## src/rtl/morra_pkg.sv

```systemverilog
`default_nettype none
// ============================================================================
// Module      : morra_pkg
// Description : Shared encodings and FSM state type for the MorraCinese
//               match sequencer.
// Revision    : 1.0 - initial release
// ============================================================================
package morra_pkg;

    localparam logic [1:0] MOVE_NONE    = 2'b00;
    localparam logic [1:0] MOVE_SASSO   = 2'b01;
    localparam logic [1:0] MOVE_CARTA   = 2'b10;
    localparam logic [1:0] MOVE_FORBICE = 2'b11;

    localparam logic [1:0] RES_NONE = 2'b00;
    localparam logic [1:0] RES_P1   = 2'b01;
    localparam logic [1:0] RES_P2   = 2'b10;
    localparam logic [1:0] RES_DRAW = 2'b11;

    typedef enum logic [2:0] {
        IDLE     = 3'd0,
        CONFIG   = 3'd1,
        COLLECT  = 3'd2,
        ISSUE    = 3'd3,
        WAIT_RES = 3'd4
    } seq_state_t;

    // True for a real move; MOVE_NONE is the only non-playable code.
    function automatic logic move_is_play(input logic [1:0] m);
        return (m == MOVE_SASSO) || (m == MOVE_CARTA) || (m == MOVE_FORBICE);
    endfunction

    // True once the engine reports a decided match.
    function automatic logic res_is_final(input logic [1:0] r);
        return (r == RES_P1) || (r == RES_P2) || (r == RES_DRAW);
    endfunction

endpackage
`default_nettype wire

```

## src/rtl/morra_sequencer_if.sv

```systemverilog
`default_nettype none
// ============================================================================
// Module      : morra_sequencer_if
// Description : Player move handshakes (two valid/ready ports) between the
//               player front-ends (master) and the sequencer (slave).
// Revision    : 1.0 - initial release
// ============================================================================
interface morra_sequencer_if;

    logic       p1_valid_i;
    logic [1:0] p1_move_i;
    logic       p1_ready_o;
    logic       p2_valid_i;
    logic [1:0] p2_move_i;
    logic       p2_ready_o;

    modport master (
        output p1_valid_i, p1_move_i, p2_valid_i, p2_move_i,
        input  p1_ready_o, p2_ready_o
    );

    modport slave (
        input  p1_valid_i, p1_move_i, p2_valid_i, p2_move_i,
        output p1_ready_o, p2_ready_o
    );

endinterface
`default_nettype wire

```

## src/rtl/morra_move_slot.sv

```systemverilog
`default_nettype none
// ============================================================================
// Module      : morra_move_slot
// Description : One player's move slot: valid/ready handshake, MOVE_NONE
//               filter, latched move and full flag.
// Revision    : 1.0 - initial release
// ============================================================================
module morra_move_slot
    import morra_pkg::*;
(
    input  wire logic       clk,
    input  wire logic       rst_n,
    input  wire logic       i_en,
    input  wire logic       i_clr,
    input  wire logic       i_valid,
    input  wire logic [1:0] i_move,
    output logic            o_ready,
    output logic            o_take,
    output logic            o_full,
    output logic [1:0]      o_move
);

    logic       r_full;
    logic [1:0] r_move;

    // A MOVE_NONE handshake completes but leaves the slot empty.
    assign o_ready = i_en & ~r_full;
    assign o_take  = o_ready & i_valid & move_is_play(i_move);
    assign o_full  = r_full;
    assign o_move  = r_move;

    // Slot storage: clear has priority over a new move.
    always_ff @(posedge clk or negedge rst_n) begin
        if (!rst_n) begin
            r_full <= 1'b0;
            r_move <= MOVE_NONE;
        end else if (i_clr) begin
            r_full <= 1'b0;
            r_move <= MOVE_NONE;
        end else if (o_take) begin
            r_full <= 1'b1;
            r_move <= i_move;
        end
    end

endmodule
`default_nettype wire

```

## src/rtl/morra_sequencer.sv

```systemverilog
`default_nettype none
// ============================================================================
// Module      : morra_sequencer
// Description : Match controller for the MorraCinese engine: configures the
//               engine, collects both moves per manche, issues them and
//               reports manche / match results, with a forfeit timeout.
// Revision    : 1.0 - initial release
// ============================================================================
module morra_sequencer
    import morra_pkg::*;
#(
    parameter int TIMEOUT_CYC = 255
) (
    input  wire logic         clk,
    input  wire logic         rst_n,
    input  wire logic         start_i,
    input  wire logic [3:0]   cfg_i,
    morra_sequencer_if.slave  ply,
    output logic [1:0]        eng_primo_o,
    output logic [1:0]        eng_secondo_o,
    output logic              eng_inizia_o,
    input  wire logic [1:0]   eng_manche_i,
    input  wire logic [1:0]   eng_partita_i,
    output logic              res_valid_o,
    output logic [1:0]        res_manche_o,
    output logic [1:0]        res_partita_o,
    output logic              done_o,
    output logic              timeout_o,
    output logic              busy_o,
    output logic [4:0]        manche_cnt_o
);

    localparam logic [15:0] C_TO_LAST = 16'(TIMEOUT_CYC - 1);

    seq_state_t r_state, w_state_nxt;
    logic [3:0]  r_cfg;
    logic [4:0]  r_manche_cnt;
    logic [15:0] r_to_cnt;
    logic        r_res_valid, r_done, r_timeout;
    logic [1:0]  r_res_manche, r_res_partita;

    logic       w_collect, w_slot_clr;
    logic       w_p1_take, w_p1_full, w_p2_take, w_p2_full;
    logic [1:0] w_p1_move, w_p2_move;
    logic       w_one_full, w_occ_chg, w_to_fire, w_both_nxt, w_fin;

    assign w_collect  = (r_state == COLLECT);
    assign w_one_full = w_p1_full ^ w_p2_full;
    assign w_occ_chg  = w_p1_take | w_p2_take;
    assign w_both_nxt = (w_p1_full | w_p1_take) & (w_p2_full | w_p2_take);
    // A move arriving on the last timeout cycle completes the manche instead.
    assign w_to_fire  = w_collect & w_one_full & ~w_occ_chg & (r_to_cnt == C_TO_LAST);
    assign w_slot_clr = (r_state == ISSUE) | w_to_fire;
    assign w_fin      = res_is_final(eng_partita_i);

    morra_move_slot u_slot_p1 (
        .clk     (clk),
        .rst_n   (rst_n),
        .i_en    (w_collect),
        .i_clr   (w_slot_clr),
        .i_valid (ply.p1_valid_i),
        .i_move  (ply.p1_move_i),
        .o_ready (ply.p1_ready_o),
        .o_take  (w_p1_take),
        .o_full  (w_p1_full),
        .o_move  (w_p1_move)
    );

    morra_move_slot u_slot_p2 (
        .clk     (clk),
        .rst_n   (rst_n),
        .i_en    (w_collect),
        .i_clr   (w_slot_clr),
        .i_valid (ply.p2_valid_i),
        .i_move  (ply.p2_move_i),
        .o_ready (ply.p2_ready_o),
        .o_take  (w_p2_take),
        .o_full  (w_p2_full),
        .o_move  (w_p2_move)
    );

    // State register.
    always_ff @(posedge clk or negedge rst_n) begin
        if (!rst_n) r_state <= IDLE;
        else        r_state <= w_state_nxt;
    end

    // Next-state decode and engine input drive.
    always_comb begin
        w_state_nxt   = r_state;
        eng_primo_o   = MOVE_NONE;
        eng_secondo_o = MOVE_NONE;
        eng_inizia_o  = 1'b0;
        case (r_state)
            IDLE:     if (start_i) w_state_nxt = CONFIG;
            CONFIG: begin
                eng_primo_o   = r_cfg[3:2];
                eng_secondo_o = r_cfg[1:0];
                eng_inizia_o  = 1'b1;
                w_state_nxt   = COLLECT;
            end
            COLLECT: begin
                if (w_both_nxt)     w_state_nxt = ISSUE;
                else if (w_to_fire) w_state_nxt = IDLE;
            end
            ISSUE: begin
                eng_primo_o   = w_p1_move;
                eng_secondo_o = w_p2_move;
                w_state_nxt   = WAIT_RES;
            end
            WAIT_RES: w_state_nxt = w_fin ? IDLE : COLLECT;
            default:  w_state_nxt = IDLE;
        endcase
    end

    // Config latch and saturating manche counter.
    always_ff @(posedge clk or negedge rst_n) begin
        if (!rst_n) begin
            r_cfg        <= 4'd0;
            r_manche_cnt <= 5'd0;
        end else if (r_state == IDLE && start_i) begin
            r_cfg        <= cfg_i;
            r_manche_cnt <= 5'd0;
        end else if (r_state == ISSUE && r_manche_cnt != 5'd31) begin
            r_manche_cnt <= r_manche_cnt + 5'd1;
        end
    end

    // Timeout counter: runs only while exactly one slot holds a move.
    always_ff @(posedge clk or negedge rst_n) begin
        if (!rst_n)
            r_to_cnt <= 16'd0;
        else if (w_collect && w_one_full && !w_occ_chg && !w_to_fire)
            r_to_cnt <= r_to_cnt + 16'd1;
        else
            r_to_cnt <= 16'd0;
    end

    // Result capture and one-cycle status pulses.
    always_ff @(posedge clk or negedge rst_n) begin
        if (!rst_n) begin
            r_res_valid   <= 1'b0;
            r_done        <= 1'b0;
            r_timeout     <= 1'b0;
            r_res_manche  <= RES_NONE;
            r_res_partita <= RES_NONE;
        end else begin
            r_res_valid <= 1'b0;
            r_done      <= 1'b0;
            r_timeout   <= 1'b0;
            if (r_state == WAIT_RES) begin
                r_res_manche  <= eng_manche_i;
                r_res_partita <= eng_partita_i;
                r_res_valid   <= 1'b1;
                r_done        <= w_fin;
            end else if (w_to_fire) begin
                r_res_manche  <= RES_NONE;
                r_res_partita <= w_p1_full ? RES_P1 : RES_P2;
                r_res_valid   <= 1'b1;
                r_done        <= 1'b1;
                r_timeout     <= 1'b1;
            end
        end
    end

    assign res_valid_o   = r_res_valid;
    assign res_manche_o  = r_res_manche;
    assign res_partita_o = r_res_partita;
    assign done_o        = r_done;
    assign timeout_o     = r_timeout;
    assign busy_o        = (r_state != IDLE);
    assign manche_cnt_o  = r_manche_cnt;

endmodule
`default_nettype wire
```

## src/flat_wrapper.sv

```systemverilog
// flat-port wrapper written by rule: the top's interface ports become plain ports
module morra_sequencer_flat import morra_pkg::*;
#(
    parameter int TIMEOUT_CYC = 255
)
  (clk, rst_n, start_i, cfg_i, eng_primo_o, eng_secondo_o, eng_inizia_o, eng_manche_i, eng_partita_i, res_valid_o, res_manche_o, res_partita_o, done_o, timeout_o, busy_o, manche_cnt_o, ply_p1_valid_i, ply_p1_move_i, ply_p2_valid_i, ply_p2_move_i, ply_p1_ready_o, ply_p2_ready_o);
  morra_sequencer_if ply_i ();
  input  wire logic clk;
  input  wire logic rst_n;
  input  wire logic start_i;
  input  wire logic [3:0] cfg_i;
  output logic [1:0] eng_primo_o;
  output logic [1:0] eng_secondo_o;
  output logic eng_inizia_o;
  input  wire logic [1:0] eng_manche_i;
  input  wire logic [1:0] eng_partita_i;
  output logic res_valid_o;
  output logic [1:0] res_manche_o;
  output logic [1:0] res_partita_o;
  output logic done_o;
  output logic timeout_o;
  output logic busy_o;
  output logic [4:0] manche_cnt_o;
  input wire logic [$bits(ply_i.p1_valid_i)-1:0] ply_p1_valid_i;
  input wire logic [$bits(ply_i.p1_move_i)-1:0] ply_p1_move_i;
  input wire logic [$bits(ply_i.p2_valid_i)-1:0] ply_p2_valid_i;
  input wire logic [$bits(ply_i.p2_move_i)-1:0] ply_p2_move_i;
  output wire logic [$bits(ply_i.p1_ready_o)-1:0] ply_p1_ready_o;
  output wire logic [$bits(ply_i.p2_ready_o)-1:0] ply_p2_ready_o;
  assign ply_i.p1_valid_i = ply_p1_valid_i;
  assign ply_i.p1_move_i = ply_p1_move_i;
  assign ply_i.p2_valid_i = ply_p2_valid_i;
  assign ply_i.p2_move_i = ply_p2_move_i;
  assign ply_p1_ready_o = ply_i.p1_ready_o;
  assign ply_p2_ready_o = ply_i.p2_ready_o;
  morra_sequencer #(.TIMEOUT_CYC(TIMEOUT_CYC)) u_core (.clk(clk), .rst_n(rst_n), .start_i(start_i), .cfg_i(cfg_i), .ply(ply_i), .eng_primo_o(eng_primo_o), .eng_secondo_o(eng_secondo_o), .eng_inizia_o(eng_inizia_o), .eng_manche_i(eng_manche_i), .eng_partita_i(eng_partita_i), .res_valid_o(res_valid_o), .res_manche_o(res_manche_o), .res_partita_o(res_partita_o), .done_o(done_o), .timeout_o(timeout_o), .busy_o(busy_o), .manche_cnt_o(manche_cnt_o));
endmodule
```

## config.mk

```make
export PLATFORM = sky130hd
export DESIGN_NAME = morra_sequencer_flat
export DESIGN_NICKNAME = d
export VERILOG_FILES = /design/src/rtl/morra_pkg.sv /design/src/rtl/morra_sequencer_if.sv /design/src/rtl/morra_move_slot.sv /design/src/rtl/morra_sequencer.sv /design/src/flat_wrapper.sv
export SDC_FILE = /design/constraint.sdc
export NUM_CORES = 1
export LEC_CHECK = 0
export ABC_AREA = 1
export ABC_CLOCK_PERIOD_IN_PS = 3650
export BUFFER_PORTS_ARGS = -buffer_cell sky130_fd_sc_hd__clkbuf_2
export CORE_AREA = 2 2 67 69
export CTS_CLUSTER_SIZE = 16
export DETAILED_ROUTE_END_ITERATION = 10
export DIE_AREA = 0 0 69 71
export GPL_TIMING_DRIVEN = 0
export PLACE_DENSITY_LB_ADDON = 0.05
export SLEW_MARGIN = 20
export SYNTH_ARGS = -nofsm -noshare
export SYNTH_HDL_FRONTEND = slang
export SYNTH_SLANG_ARGS = --single-unit
```

## constraint.sdc

```tcl
create_clock -name clk -period 3.65 [get_ports clk]
set_input_delay 0.1825 -clock clk [delete_from_list [all_inputs] [get_ports clk]]
set_output_delay 0.1825 -clock clk [all_outputs]
set_load 0.01 [all_outputs]
```

==> impl_metrics.yaml, run 1 <==
status:
  run_status: "finished clean"
clock_network:
  clk_pin_slew_worst_paths_ps: 80
  cts_buffers: 5
  root_buffer: "clkbuf_8"
  post-cts-setup-buffer-count: 0
  clock-sinks: 41
  cts_tree: "done"
  cts_max_level: 2
  clkLatencyLatePin_ps: 290
  cts_resized: 0
  clk_path_buf_depth: 2
  hold_buffers: 0
timing:
  min_period_ps: 1990
  setup_viol: 0
  tns_ps: 0
  slew_headroom_pct: 37.8
  period_share_pct: 54.7
  timing.fmax_mhz: 501
  worst_slew_pin_slew_ps: 933
  skew_ps: 4.96
  setup_ws_ps: 1660
  drv_slew: 0
  rsz0062_at_grt: "false"
  finalHoldViolations: 0
grt:
  antenna_found_initial: 0
  gr-total-overflow: 0
  use_met3_pct: 3.70
  grt_pass1_vias: 1758
  grt_busiest_layer: "met2"
  use_met2_pct: 33.1
  gr-usage-met1_pct: 24.5
  grt_usage_pct: 19.8
  grt_max_degree: 42
  grt_pass1_wl_microns: 7760
route:
  vias: 1783
  ant_nets: 0
  drc: 0
  first_pass_iters: 4
  drt_iter0_drc: 125
  drt-wirelength-per-cell_microns: 12.7
  drt_wl_total_microns: 4450
  routed_via_density: 5.08
worst_setup_path:
  cp_slowest_stage_delay_ps: 660
  path_cells: "nor3_1 -> a22o_1 -> clkbuf_2"
  crit_arrival_ps: 1810
  cp-end-kind: "primary output"
  path_buf_inv: 1
  crit_type: "flop to primary output"
  cpMaxStageDelayCell: "nor3_1"
  worst_setup_path_start_kind: "flop"
  path_delay_family: "simple AND/OR/NAND/NOR gates"
  cp.required_ps: 3470
  worstPathMaxFanout: 6
floorplanning:
  core.rowCount: 24
  chipHeight_microns: 71
  start_util_pct: 52.0
  die_width_microns: 69
  die-area_sq_um: 4900
  coreArea_sq_um: 4200
  io_pins: 37
layout:
  design_area_sq_um: 2550
  drive_above_1_share_pct: 24.1
  antennaDiodeCount: 0
  area_growth_pct: 16.5
  layout.nets: 319
synth:
  postSynthCellCount: 255
  syn-mean-instance-area_sq_um: 8.58
  syn_nets: 276
  syn_area_sq_um: 2190
  yosys.cell_types.count: 31
  synth-seq-cells: 41
  yosysTopAreaCell: "dfrtp_1"
  synth_warnings: 0
  yosysTopAreaCellShare_pct: 46.9
  synth.area.top_cells: "dfrtp_1, nand2_1, inv_1"
  ys_seq_area_share_pct: 46.9
placement:
  pre_cts_ws_ps: 1900
  dpl-instance-area_sq_um: 2430
  numPortBuffers: 36
  dpl.hpwl_microns: 3310
  gp_congestion: 0.879
worst_hold_path:
  hold_path_class: "input pin to asynchronous set/reset pin"
power:
  peakVddDrop_uv: 430
  p_per_area_nw_per_um2: 642
  p_leak_uw: 0.00126
flow_run:
  cap_violations: 0
## path summary, 6_finish.rpt
check | startpoint | to | slack, ps | cells past startpoint
setup / recovery | u_core.r_state[2] | eng_secondo_o[0] | 1660 | 3
hold / removal | rst_n | u_core.manche_cnt_o[1] | 20 | 1
setup reg to reg | u_core.r_to_cnt[0] | u_core.u_slot_p1.o_full | 1910 | 9
hold reg to reg | u_core.r_to_cnt[0] | u_core.r_to_cnt[0] | 490 | 1
max in group asynchronous | rst_n | u_core.r_to_cnt[6] | 3050 | 1
min in group clk | eng_manche_i[1] | u_core.res_manche_o[1] | 80 | 3
## registers in the layout, summed over array words and instances, names as in the netlist
name	cells
u_core.done_o	1
u_core.manche_cnt_o	5
u_core.r_cfg	4
u_core.r_state	3
u_core.r_to_cnt	16
u_core.res_manche_o	2
u_core.res_partita_o	2
u_core.res_valid_o	1
u_core.timeout_o	1
u_core.u_slot_p1.o_full	1
u_core.u_slot_p1.o_move	2
u_core.u_slot_p2.o_full	1
u_core.u_slot_p2.o_move	2
## worst reg2reg max path, stage by stage, from the launching register on
cell and delay [ps]:
dfrtp_1 420, inv_1 70, ha_1 150, nor3b_1 280, nand2_1 140, nor2_4 150
nand3_2 110, buf_4 190, nand2_1 90, a21oi_1 50
## synthesized netlist by cell type
| master | n |
|---|---|
| nand4_1 | 6 |
| xor2_1 | 8 |
| nand3b_1 | 1 |
| or2_2 | 2 |
| nand2_1 | 55 |
| dfrtp_1 | 41 |
| nand3_1 | 18 |
| xnor2_1 | 1 |
| ha_1 | 4 |
| nand3_2 | 1 |
| clkbuf_1 | 1 |
| nor2_4 | 4 |
| buf_6 | 1 |
| nor4_1 | 1 |
| inv_2 | 3 |
| nand2_8 | 1 |
| buf_4 | 1 |
| inv_1 | 32 |
| a21boi_1 | 1 |
| nand3_4 | 1 |
| nand2_4 | 1 |
| nor3b_1 | 1 |
| a21oi_1 | 12 |
| o21ai_0 | 8 |
| nand3b_4 | 1 |
| nor2_1 | 22 |
| a22o_1 | 4 |
| mux2_2 | 4 |
| nor2_2 | 8 |
| nor3_4 | 1 |
| nor3_1 | 10 |
## final cells by class
cell class | count | area (sq um)
Sequential cell | 41 | 1030
Fill cell | 399 | 1660
Inverter | 35 | 131
Multi-Input combinational cell | 176 | 1010
Buffer | 3 | 22.5
Timing Repair Buffer | 36 | 180
Clock inverter | 1 | 30.0
Clock buffer | 7 | 86.3
Tap cell | 52 | 65.1
## power breakdown
group | leakage (uW) | internal, uW | switching, uW
clock network | 0.0000585 | 223 | 159
logic | 0.000657 | 236 | 368
registers | 0.000544 | 565 | 86.2
## routing by layer
| layer | wire (microns) | vias to the layer above |
|---|---|---|
| met5 | 0 | - |
| li1 | - | 905 |
| met4 | 109 | 0 |
| met2 | 2100 | 36 |
| met1 | 2070 | 833 |
| met3 | 168 | 9 |
## through the flow
step	util, %	power (uW)	hold WS (ps)	cells
after floorplan	-	1080	-113	255
after global placement	57.9	1260	387	343
after detailed placement	57.9	1270	395	343
after CTS	60.6	1650	86.0	351
after global routing	60.6	1760	104	351
final	60.6	1640	20.4	351
## placed cells by master, fill, tap and decap left out, drive strengths merged
cell / count
inv: 35
bufinv: 1
nor3b: 1
mux2: 4
xnor2: 1
a21boi: 1
buf: 3
nand4: 6
a21oi: 12
ha: 4
nand3: 20
nor4: 1
nand2: 57
nor2: 34
or2: 2
clkbuf: 43
a22o: 4
xor2: 8
nand3b: 2
o21ai: 8
dfrtp: 41
nor3: 11
## kinds of logic (layout without fill, tap and decap cells)
logic type,count (synthesis),after routing,share of synthesized area (%)
AOI/OAI and AO/OA,25,25,6.52
xor gates and xnor gates,9,9,3.60
adders and majority gates,4,4,2.29
buffers and inverters,38,82,7.04
DFF,41,41,46.9
muxes,4,4,2.06
and+or+nand+nor,134,134,31.6
Note: power is estimated with default switching activity, not from simulation.
==> run 2, diff against run 1 <==
- ABC_CLOCK_PERIOD_IN_PS: 3650 -> 1700
- CORE_AREA: 2 2 67 69 -> 2 2 70 72
- DIE_AREA: 0 0 69 71 -> 0 0 72 74
- clock period: 3.65 -> 1.7 ns (I/O delays scaled with it)
==> run 2 against run 1 <==
  * Clock skew about the same
  * Largest cell class is now multi-input combinational cells
  * The run now ends with hold timing left
  * Worst hold slack got worse by 85 ps
  * Register-to-register slack worse by 1800 ps
  * First-iteration DRC count down 24%
  * Sequential share of layout area shrank 1.9 points
  * Via count grew 0.45%
  * Design area increased by 5.0%
  * Clock power up 110%
==> impl_metrics.yaml, run 2 (synthesis results as in run 1) <==
status:
  run_status: "complete, but fails checks"
  violations: "hold timing"
clock_network:
  clock-sinks: 41
  cts_tree: "done"
  clkLatencyLatePin_ps: 290
  cts_buffers: 5
  clk_path_buf_depth: 2
  root_buffer: "clkbuf_8"
  clk_pin_slew_worst_paths_ps: 80
  cts_max_level: 2
route:
  ant_nets: 0
  vias: 1791
  routed_via_density: 5.00
  drt_iter0_drc: 95
  drt_wl_total_microns: 4430
  drc: 0
  drt-wirelength-per-cell_microns: 12.4
  first_pass_iters: 4
worst_setup_path:
  ff2ff_path_depth: 9
  path_cells: "buf_4 -> nor3_4 -> buf_12 -> a22o_1 -> clkbuf_2"
  worst-r2r-setup-slack_ps: 120
  timing.rr.end: "u_core.u_slot_p1.o_full"
  crit_type: "flop to primary output"
  worstPathMaxFanout: 10
  cpMaxStageDelayCell: "dfrtp_2"
  crit_arrival_ps: 1520
  worst_setup_path_start_kind: "flop"
  cp_slowest_stage_delay_ps: 450
  cp-end-kind: "primary output"
  cp.required_ps: 1620
  crit_start: "u_core.r_state[2]"
  r2r-start: "u_core.r_to_cnt[0]"
layout:
  regMostFlops: "u_core.r_to_cnt"
  design_area_sq_um: 2680
  post-route-util_pct: 58.2
  layout.nets: 324
  antennaDiodeCount: 0
  mostFrequentLayoutCell: "nand2_1"
  largest_reg_flops: 16
  final_cell_mix: "nand2_1, dfrtp_1, clkbuf_2"
  nFillCells: 407
  drive_above_1_share_pct: 27.6
  area_growth_pct: 22.4
placement:
  dpl-instance-area_sq_um: 2430
  dpl.hpwl_microns: 3260
  gp_congestion: 0.812
  numPortBuffers: 36
timing:
  slew_headroom_pct: 38.4
  finalHoldViolations: 41
  fin_hold_ws_ps: -65.1
  setup_viol: 0
  skew_ps: 4.75
  timing.fmax_mhz: 623
  drv_slew: 0
  rsz0062_at_grt: "true"
  worst_slew_pin_slew_ps: 923
  min_period_ps: 1600
  period_share_pct: 94.4
power:
  p_per_area_nw_per_um2: 1350
  p_leak_uw: 0.00130
  peakVddDrop_uv: 804
grt:
  grt_max_degree: 42
  grt_pass1_vias: 1789
  grt_pass1_wl_microns: 7750
  gr-total-overflow: 0
  grt_usage_pct: 18.7
  antenna_found_initial: 0
worst_hold_path:
  hold_path_class: "input pin to asynchronous set/reset pin"
floorplanning:
  coreArea_sq_um: 4600
  core.rowCount: 25
  start_util_pct: 47.6
  die-area_sq_um: 5330
  chipHeight_microns: 74
  io_pins: 37
  die_width_microns: 72
flow_run:
  cap_violations: 0
run 2: cell types whose count changed in the layout (fill, tap and decap cells not counted), moves of 2 or more:
cell	before	now
buf_12	0	2
dlygate4sd3_1	0	2
nand2_1	55	53
nand2_2	0	2
nor3_1	10	7
nor3_2	0	2
run 2: repair_timing:
action	in CTS	in global routing
setup endpoints to repair	14	24
endpoints found under the hold margin	2	0
pin swaps	0	3
gates resized for setup	2	14
cloned	0	0
setup buffers	0	3
hold buffers	2	0
run 2: power by group:
part	internal, uW	total (uW)	switching (uW)	leakage (uW)
Combinational	587	1410	826	0.000698
Sequential	1220	1400	186	0.000543
Clock	479	806	327	0.0000585
Total	2280	3620	1340	0.00130
run 2: worst max path at each step:
stage / endpoint / slack [ps] / cells after the start
after global placement: u_core.u_slot_p2.o_full / 2 / 9
after floorplan: u_core.u_slot_p1.o_full / 190 / 9
after global routing: u_core.u_slot_p1.o_move[0] / -20 / 9
after CTS: eng_primo_o[0] / 40 / 3
after detailed placement: u_core.u_slot_p2.o_move[1] / -10 / 9
final: eng_primo_o[0] / 100 / 5
run 2: worst max-delay path: cells and delay by family (launching register included):
family | cells | cell delay, ps
AO/OA/AOI/OAI | 1 | 130
buffers and inverters | 3 | 440
AND/OR/NAND/NOR | 1 | 210
flip-flops | 1 | 450
run 2: cell type report:
cell class | instances | area, sq um | area share (%)
Buffer | 3 | 38.8 | 1.45
Inverter | 35 | 131 | 4.91
Clock buffer | 7 | 86.3 | 3.23
Tap cell | 54 | 67.6 | 2.52
Multi-Input combinational cell | 176 | 1060 | 39.6
Timing Repair Buffer | 41 | 235 | 8.79
Clock inverter | 1 | 30.0 | 1.12
Sequential cell | 41 | 1030 | 38.4
run 2: metal layers:
metal	share of wire, %	GRT usage, %	vias up
li1	-	-	918
met1	47	23.9	843
met2	49	32.2	28
met3	3.1	3.93	2
met4	0.56	6.08	0
met5	0	0	-
run 2: through the flow:
stage                     hold slack [ps]  setup WS [ps]  TNS (ps)  std cells  total power [uW]
after global placement                288           2.27         0        345              2710
after floorplan                      -211            192         0        255              2320
final                               -65.1           95.9         0        358              3620
after global routing                 14.7          -18.6     -55.7        358              3900
after detailed placement              297          -9.95     -28.8        345              2720
after CTS                            2.40           39.0         0        355              3550
==> run 3, diff against run 2 <==
- CORE_AREA: 2 2 70 72 -> 2 2 67 75
- DIE_AREA: 0 0 72 74 -> 0 0 69 77
==> run 3 against run 2 <==
  * The run now ends clean
  * Clock skew increased by 1.4 ps
  * Highest routed layer unchanged
  * Combinational power rose by 3%
  * Via count increased by 1.8%
  * Sequential share of layout area is 0.28 points lower
  * Critical endpoint is now u_core.r_to_cnt[12]
  * Power increased by 1.8%
  * Clock power up 1%
  * Flip-flop and latch count unchanged
==> impl_metrics.yaml, run 3 (synthesis results as in run 1) <==
status:
  run_status: "finished clean"
layout:
  final_cell_mix: "nand2_1, dfrtp_1, clkbuf_2"
  antennaDiodeCount: 0
  area_growth_pct: 23.6
  post-route-util_pct: 59.3
  layout.nets: 330
  regMostFlops: "u_core.r_to_cnt"
  largest_reg_flops: 16
  drive_above_1_share_pct: 29.0
  design_area_sq_um: 2700
  mostFrequentLayoutCell: "nand2_1"
timing:
  timing.fmax_mhz: 609
  slew_headroom_pct: 39.2
  setup_viol: 0
  skew_ps: 6.15
  finalHoldViolations: 0
  drv_slew: 0
  worst_slew_pin_slew_ps: 912
  rsz0062_at_grt: "true"
  period_share_pct: 96.6
  fin_hold_ws_ps: 13.2
  min_period_ps: 1640
  tns_ps: 0
route:
  drc: 0
  routed_via_density: 4.98
  vias: 1824
  drt_wl_total_microns: 4520
  first_pass_iters: 4
  drt_iter0_drc: 68
  ant_nets: 0
  drt-wirelength-per-cell_microns: 12.3
grt:
  grt_usage_pct: 18.4
  grt_max_degree: 42
  grt_pass1_wl_microns: 7870
  antenna_found_initial: 0
  grt_pass1_vias: 1746
  gr-total-overflow: 0
floorplanning:
  die_width_microns: 69
  coreArea_sq_um: 4550
  die-area_sq_um: 5310
  io_pins: 37
  start_util_pct: 48.0
  core.rowCount: 26
  chipHeight_microns: 77
clock_network:
  cts_max_level: 2
  cts_buffers: 5
  clk_pin_slew_worst_paths_ps: 80
  clock-sinks: 41
  root_buffer: "clkbuf_8"
  cts_tree: "done"
  clkLatencyLatePin_ps: 290
  clk_path_buf_depth: 2
power:
  power_uw: 3690
  p_per_area_nw_per_um2: 1360
  p_leak_uw: 0.00132
  peakVddDrop_uv: 854
worst_setup_path:
  cp_slowest_stage_delay_ps: 390
  worstPathMaxFanout: 4
  cpMaxStageDelayCell: "dfrtp_1"
  worst_setup_path_start_kind: "flop"
  cp.required_ps: 1880
  crit_type: "flop to flop"
  cp-end-kind: "flop"
  crit_arrival_ps: 1830
  path_cells: "ha_1 -> nand2_1 -> nor2_1 -> nand3_1 -> nor3_1 -> xor2_1 -> nor2_2"
placement:
  gp_congestion: 0.842
  dpl.hpwl_microns: 3290
  numPortBuffers: 36
  dpl-instance-area_sq_um: 2440
flow_run:
  cap_violations: 0
worst_hold_path:
  hold_path_class: "input pin to flop"
==> run 3: cell types whose count changed in the layout (fill, tap and decap cells not counted), sizes merged <==
cell,previous run,this run
dlygate4sd3,2,3
buf,6,11
==> run 3: what timing repair did <==
action / CTS / global route
buffers inserted: 0 / 8
resized for setup: 2 / 14
hold buffers: 3 / 0
pin swaps: 0 / 3
setup endpoints to repair: 16 / 26
hold endpoints to repair: 10 / 0
==> run 3: worst paths after layout <==
path                            cells after the start  slack, ps                          to                   start
worst min register to register                      2        500      u_core.res_manche_o[1]  u_core.res_manche_o[1]
min in group asynchronous                           2        460      u_core.manche_cnt_o[2]                   rst_n
worst max-delay path                                7         60         u_core.r_to_cnt[12]      u_core.r_to_cnt[0]
max in group asynchronous                           2        610           u_core.r_state[2]                   rst_n
worst max register to register                      7         60         u_core.r_to_cnt[12]      u_core.r_to_cnt[0]
worst min-delay path                                3         10  u_core.u_slot_p2.o_move[0]        ply_p2_move_i[0]
==> run 3: final cells by class <==
type / count / area, sq um
multi-input combinational: 176 / 1060
timing repair buffer: 47 / 270
clock buffer: 7 / 86.3
inverter: 35 / 134
tap: 56 / 70.1
sequential: 41 / 1030
buffer: 3 / 26.3
fill: 437 / 1850
clock inverter: 1 / 30.0
==> run 3: worst max-delay path, delay by kind of cell, from the launching register on <==
kind	cells	cell delay, ps
fa+ha+maj	1	180
simple gates	5	760
xor+xnor	1	210
flops	1	390
==> run 3: power by group <==
part	switching (uW)	internal (uW)	leakage, uW
Sequential	197	1220	0.000540
Clock	335	479	0.0000585
Combinational	846	609	0.000719
Total	1380	2310	0.00132
==> run 3: metrics by stage <==
stage,instances,setup WS (ps)
global placement,347,-31.7
detailed placement,347,-41.7
floorplan,255,192
finish,366,57.9
CTS,358,47.5
global route,366,-78.2
==> run 3: metal layers <==
metal  routed length [microns]  global-route usage (%)
met1                      2060                    24.0
met2                      2220                    29.7
met3                       160                    4.73
met4                        78                    5.88
met5                         0                       0
